$ cat config.mk
export PLATFORM = sky130hd
export DESIGN_NAME = sync_down_timer_flat
export DESIGN_NICKNAME = d
export VERILOG_FILES = /design/src/rtl/sync_down_timer_if.sv /design/src/rtl/sync_down_timer.sv /design/src/flat_wrapper.sv
export SDC_FILE = /design/constraint.sdc
export NUM_CORES = 1
export LEC_CHECK = 0
export ABC_CLOCK_PERIOD_IN_PS = 1950
export BUFFER_PORTS_ARGS = -buffer_cell sky130_fd_sc_hd__buf_2
export CORE_MARGIN = 2
export CORE_UTILIZATION = 30
export CTS_CLUSTER_SIZE = 30
export DETAILED_ROUTE_END_ITERATION = 12
export GPL_ROUTABILITY_DRIVEN = 1
export PLACE_DENSITY = 0.52
export SYNTH_ARGS = -nofsm -noshare
export SYNTH_HDL_FRONTEND = slang
export SYNTH_SLANG_ARGS = --single-unit
$ cat constraint.sdc
create_clock -name clk -period 1.95 [get_ports clk]
set_input_delay 0.195 -clock clk [delete_from_list [all_inputs] [get_ports clk]]
set_output_delay 0.195 -clock clk [all_outputs]
set_load 0.01 [all_outputs]
$ cat src/rtl/sync_down_timer_if.sv
// Control/status bundle for sync_down_timer: the driver owns the strobes and the
// timer owns the count and flags.
interface sync_down_timer_if #(
   parameter int unsigned WIDTH = 3
);
   logic             en;
   logic             load;
   logic [WIDTH-1:0] load_val;
   logic             auto_reload;
   logic [WIDTH-1:0] q;
   logic             busy;
   logic             tc;
   logic             zero;

   modport master (
      output en, load, load_val, auto_reload,
      input  q, busy, tc, zero
   );

   modport slave (
      input  en, load, load_val, auto_reload,
      output q, busy, tc, zero
   );
endinterface

$ cat src/rtl/sync_down_timer.sv
// Loadable down-counter with one-shot and auto-reload modes.
// Emits a one-cycle terminal-count pulse on each 1->0 (or 1->reload) step.
module sync_down_timer #(
   parameter int unsigned WIDTH = 3
) (
   input logic              clk,
   input logic              rst,
   sync_down_timer_if.slave bus
);

   typedef enum logic [1:0] {
      IDLE = 2'd0,
      RUN  = 2'd1,
      DONE = 2'd2
   } state_t;

   state_t           state_r, state_n;
   logic [WIDTH-1:0] q_r, q_n;
   logic [WIDTH-1:0] reload_r, reload_n;
   logic             busy_r, busy_n;
   logic             tc_r, tc_n;

   // State and output registers; reset overrides every strobe.
   always_ff @(posedge clk) begin
      if (rst) begin
         state_r  <= IDLE;
         q_r      <= '0;
         reload_r <= '0;
         busy_r   <= 1'b0;
         tc_r     <= 1'b0;
      end else begin
         state_r  <= state_n;
         q_r      <= q_n;
         reload_r <= reload_n;
         busy_r   <= busy_n;
         tc_r     <= tc_n;
      end
   end

   // Next-state and next-output logic; load takes priority over counting.
   always_comb begin
      state_n  = state_r;
      q_n      = q_r;
      reload_n = reload_r;
      tc_n     = 1'b0;

      if (bus.load) begin
         q_n      = bus.load_val;
         reload_n = bus.load_val;
         state_n  = (bus.load_val != '0) ? RUN : IDLE;
      end else if (state_r == RUN && bus.en) begin
         if (q_r > WIDTH'(1)) begin
            q_n = q_r - WIDTH'(1);
         end else if (q_r == WIDTH'(1)) begin
            tc_n = 1'b1;
            if (bus.auto_reload) begin
               q_n = reload_r;
            end else begin
               q_n     = '0;
               state_n = DONE;
            end
         end else begin
            // A zero count while running is unreachable; park safely without wrapping.
            state_n = IDLE;
         end
      end

      busy_n = (state_n == RUN);
   end

   assign bus.q    = q_r;
   assign bus.busy = busy_r;
   assign bus.tc   = tc_r;
   assign bus.zero = (q_r == '0);

endmodule

$ cat src/flat_wrapper.sv
// flat-port wrapper written by rule: the top's interface ports become plain ports
module sync_down_timer_flat 
#(
   parameter int unsigned WIDTH = 3
)
  (clk, rst, bus_en, bus_load, bus_load_val, bus_auto_reload, bus_q, bus_busy, bus_tc, bus_zero);
  sync_down_timer_if #(.WIDTH(WIDTH)) bus_i ();
  input logic clk;
  input logic rst;
  input wire logic [$bits(bus_i.en)-1:0] bus_en;
  input wire logic [$bits(bus_i.load)-1:0] bus_load;
  input wire logic [$bits(bus_i.load_val)-1:0] bus_load_val;
  input wire logic [$bits(bus_i.auto_reload)-1:0] bus_auto_reload;
  output wire logic [$bits(bus_i.q)-1:0] bus_q;
  output wire logic [$bits(bus_i.busy)-1:0] bus_busy;
  output wire logic [$bits(bus_i.tc)-1:0] bus_tc;
  output wire logic [$bits(bus_i.zero)-1:0] bus_zero;
  assign bus_i.en = bus_en;
  assign bus_i.load = bus_load;
  assign bus_i.load_val = bus_load_val;
  assign bus_i.auto_reload = bus_auto_reload;
  assign bus_q = bus_i.q;
  assign bus_busy = bus_i.busy;
  assign bus_tc = bus_i.tc;
  assign bus_zero = bus_i.zero;
  sync_down_timer #(.WIDTH(WIDTH)) u_core (.clk(clk), .rst(rst), .bus(bus_i));
endmodule
# ---- Word-level counts from Yosys, hierarchy flattened
# Cells that the tools add are included.
dict set report totals {
  register_bits 10
  inputBits 8
  output_inout_bits 6
  word_cells 30
}
dict set report op_classes {
  addsub 1
  n_lt_le_gt_ge 1
  n_eq_ne 3
  muxes 12
  n_bitwise 1
  n_reduce_logical 7
}
# op count
set op_table {}
lappend op_table {{2-to-1 mux 3 bit} 5}
lappend op_table {{2-to-1 mux 2 bit} 5}
lappend op_table {{nonzero test 3 bit} 2}
lappend op_table {{equality test 2 x 1 -> 1 bit (second input constant)} 2}
lappend op_table {{OR reduction 4 bit} 1}
lappend op_table {{equality test 3 x 1 -> 1 bit (second input constant)} 1}
lappend op_table {{> comparator 3 x 1 -> 1 bit (second input constant)} 1}
lappend op_table {{logical NOT 3 bit} 1}
lappend op_table {{subtractor 3 x 1 -> 3 bit (second input constant)} 1}
lappend op_table {{2-to-1 mux 1 bit} 2}
lappend op_table {{AND reduction 2 bit} 1}
lappend op_table {{nonzero test 2 bit} 1}
lappend op_table {{logical AND 1 bit} 1}
lappend op_table {{NOT 1 bit} 1}

# ---- Depth between registers and ports, before layout
dict set report logic_depth {
  depth_word 6
  depth_mapped 6
  depth_no_buf 6
}

# ---- Worst setup path after synthesis
# OpenSTA, ideal clock, no wires.
dict set report synth_path {
  kind {register -> register}
  start {register u_core.q_r[1], in the netlist u_core.bus.q[1]}
  end {register u_core.q_r[1], in the netlist u_core.bus.q[1]}
  setup_time_ps 134
  arrival_ps 1420
  required_time_ps 1816
  setup_slack_ps 396
  path_stages_with_launch 7
  path_buffers 0
  period_less_slack_ps 1554
  cell_sequence {dfxtp_1 -> inv_1 -> ha_1 -> or3_1 -> a21oi_2 -> o21a_1 -> a311oi_2}
}
dict set report synth_between {
  elab_chain_len 4
  elab_cells_between_ends 8
  classes_between {add/sub: 1; order compare: 1; eq/ne: 1; mux: 3; reduce/logical: 2}
}
# element line_no
set synth_rtl {}
lappend synth_rtl {{start: declaration} sync_down_timer.sv:18} ;# logic [WIDTH-1:0] q_r, q_n;
lappend synth_rtl {{start signal: assignment} sync_down_timer.sv:33} ;# q_r <= q_n;
lappend synth_rtl {{subtractor 3 x 1 -> 3 bit / > comparator 3 x 1 -> 1 bit (equally long branches)} {sync_down_timer.sv:53, sync_down_timer.sv:52}}
lappend synth_rtl {{2-to-1 mux 3 bit} sync_down_timer.sv:52} ;# if (q_r > WIDTH'(1)) begin
lappend synth_rtl {{2-to-1 mux 3 bit} sync_down_timer.sv:51} ;# end else if (state_r == RUN && bus.en) begin
lappend synth_rtl {{2-to-1 mux 3 bit} sync_down_timer.sv:47} ;# if (bus.load) begin
# Several ways; a longest one is shown, not always the timed one. The select of a mux whose other input is x is not followed.
# A chain may end at the register's enable or synchronous reset.

# ---- Worst setup path after layout
# Ends and elaborated chain as after synthesis.

==> out/qor.yml <==
status: "complete, no violations"
drive_gt1_share_pct: 25.3
min_period_over_period_pct: 82.7
grt_pass1_vias: 406
setup_viol: 0
final_area_um2: 644
min_period_ns: 1.61
ys_ff_latch: 10
dp_slack_ns: 0.364
die_height_um: 46.6
dr.pass1.iters: 4
overflow: 0
leakage_nw: 0.271
seqPwrFrac_pct: 50.0
avgSynthCellArea_um2: 8.27
setup_slack_ns: 0.337
crit_type: "reg -> reg"
drt-initial-drc-count: 19
clkLatencyLatePin_ns: 0.26
grt_max_degree: 11
antenna_found_initial: 0
multi_input_area_um2: 310
antenna_cells: 0
gp_congestion: 0.794
netlist_area_um2: 546
met2_length_um: 518
endpoint_kind: "flip-flop"
yosysWarnings: 0
rsz0062_at_grt: "no"
area_delta_synth_final_pct: 18.1
worst_ep_required_time_ns: 2.08
coreArea_um2: 1730
cts_root_buf: "clkbuf_4"
io_buffers: 13
min_path_type: "in -> reg"
hold_viol: 0
max_freq_mhz: 620
drc_errors: 0
hpwlAfterDp_um: 889
clk_pin_slew_ns: 0.06
wl_per_cell_um: 11.3
ys_types: 27
num_vias: 472
ir_drop_mv: 0.432
wl_met3_um: 53
cp_top_family: "flip-flops"
finClkSkew_ns: 0.00296
switching_share_pct: 28.0
syn_inst: 66
path_cells: "inv_1 -> ha_1 -> or3_1 -> a21oi_2 -> o21a_1 -> a311oi_2"
ys.flop_type: "dfxtp_1"
cts_tree: "yes"
fillCellCount: 202
top_layer_used: "met3"
postSynth.asyncResetShare_pct: 0
die_area_um2: 2180
placed_cell_area_um2: 622
maxSlewViolCount: 0
start_util_pct: 31.6
ant_nets: 0
crit_arrival_ns: 1.75
path_buf_inv: 1
fp.dieW_um: 46.6
p_int_mw: 0.326
setup-tns-final_ns: 0
io_pins: 14
synth_edf_count: 0
wl_met1_um: 606
syn_nets: 77
cap_violations: 0
instances_no_fill: 104
num_rows: 15
regArea_um2: 200
postCtsSetupBuffers: 0
h-tree-depth: 1
via_per_inst: 4.54
p_per_area_nw_per_um2: 702
cts.path.max_buffers: 2
grt_pass1_wl_um: 1770
startpoint_type: "flip-flop"
routed_wl_um: 1180
path_max_fanout: 8
clockPowerShare_pct: 30.8
crit_path_max_incr_delay_ns: 0.42
track_usage_pct: 11.9
worst_slew_pin_slew_ns: 0.289
switchingPower_mw: 0.127
place_inst: 101
clock_sinks: 10
crit_path_top_delay_cell: "dfxtp_1"
combPwrFrac_pct: 19.1
final_nets: 92
cts_buffers: 3
synth_seq_area_share_pct: 36.7
ctsResizeCount: 0
relSlewSlack_pct: 80.8
hold_buffers: 0
[cells by family after synthesis]
kind of cell               share of synthesized area (%)
and+or+nand+nor                                     26.6
AOI/OAI and AO/OA                                   21.6
DFF                                                 36.7
buffers and inverters                               6.42
adders and majority gates                           6.88
muxes                                               1.83
[metrics by stage]
step / power (mW) / hold slack [ns] / utilization (%)
finish: 0.453 / 0.208 / 37.3
global route: 0.475 / 0.221 / 37.3
CTS: 0.457 / 0.206 / 37.3
detailed placement: 0.317 / 0.462 / 36.0
global placement: 0.318 / 0.459 / 36.0
floorplan: 0.290 / 0.342 / -
[worst register-to-register path: cells and delay by family, from the launching register on]
kind | cells | cell delay [ns]
simple gates | 1 | 0.35
flops | 1 | 0.42
fa+ha+maj | 1 | 0.28
compound gates | 3 | 0.31
buf+inv | 1 | 0.12
[per-layer routing]
metal  vias to the layer above  GRT usage [%]
li1                        260              -
met1                       205           14.8
met2                         7           18.1
met3                         0           5.88
met4                         0           3.33
met5                         -              0
[cells in the mapped netlist (2+ instances only)]
cell	count	share of area, %
a21oi_1	3	2.8
inv_1	4	2.8
ha_1	3	6.9
nand2_1	7	4.8
nor2_1	6	4.1
o21ai_0	4	3.7
dfxtp_1	10	37
a31oi_1	2	2.3
nor3_1	6	5.5
nor2b_1	3	3.4
nand3_1	2	1.8
[sequential cells by signal, summed over array words and instances (netlist names)]
name             count
u_core.reload_r      3
u_core.bus.tc        1
u_core.bus.q         3
u_core.bus.busy      1
u_core.state_r       2
[worst paths after layout]
kind | start | endpoint | slack [ns] | cells past startpoint
max | u_core.bus.q[1] | u_core.bus.q[1] | 0.34 | 6
min | bus_load_val[2] | u_core.reload_r[2] | 0.21 | 3
max reg2reg | u_core.bus.q[1] | u_core.bus.q[1] | 0.34 | 6
min reg2reg | u_core.reload_r[0] | u_core.reload_r[0] | 0.48 | 2
[cell type report]
cell class / count / area share, %
multi-input cells: 49 / 48.2
flip-flops and latches: 10 / 31.1
repair buffers: 13 / 10.1
well taps: 25 / 4.85
clock buffers: 3 / 3.50
inverters: 4 / 2.33
[layout by cell type (no fill, tap or decap), types with 4 or more instances in the layout]
cell / netlist / layout
buf_2: 1 / 13
inv_1: 4 / 4
dfxtp_1: 10 / 10
nor2_1: 6 / 6
nor3_1: 6 / 6
nand2_1: 7 / 7
o21ai_0: 4 / 4
[power groups by stage]
stage	logic [mW]	clock network (mW)	registers, mW
floorplan	0.0591	0	0.231
global placement	0.0872	0	0.230
detailed placement	0.0864	0	0.230
CTS	0.0870	0.144	0.226
global route	0.0961	0.151	0.228
finish	0.0866	0.140	0.226
No activity file was read; power rests on OpenSTA's default activity.
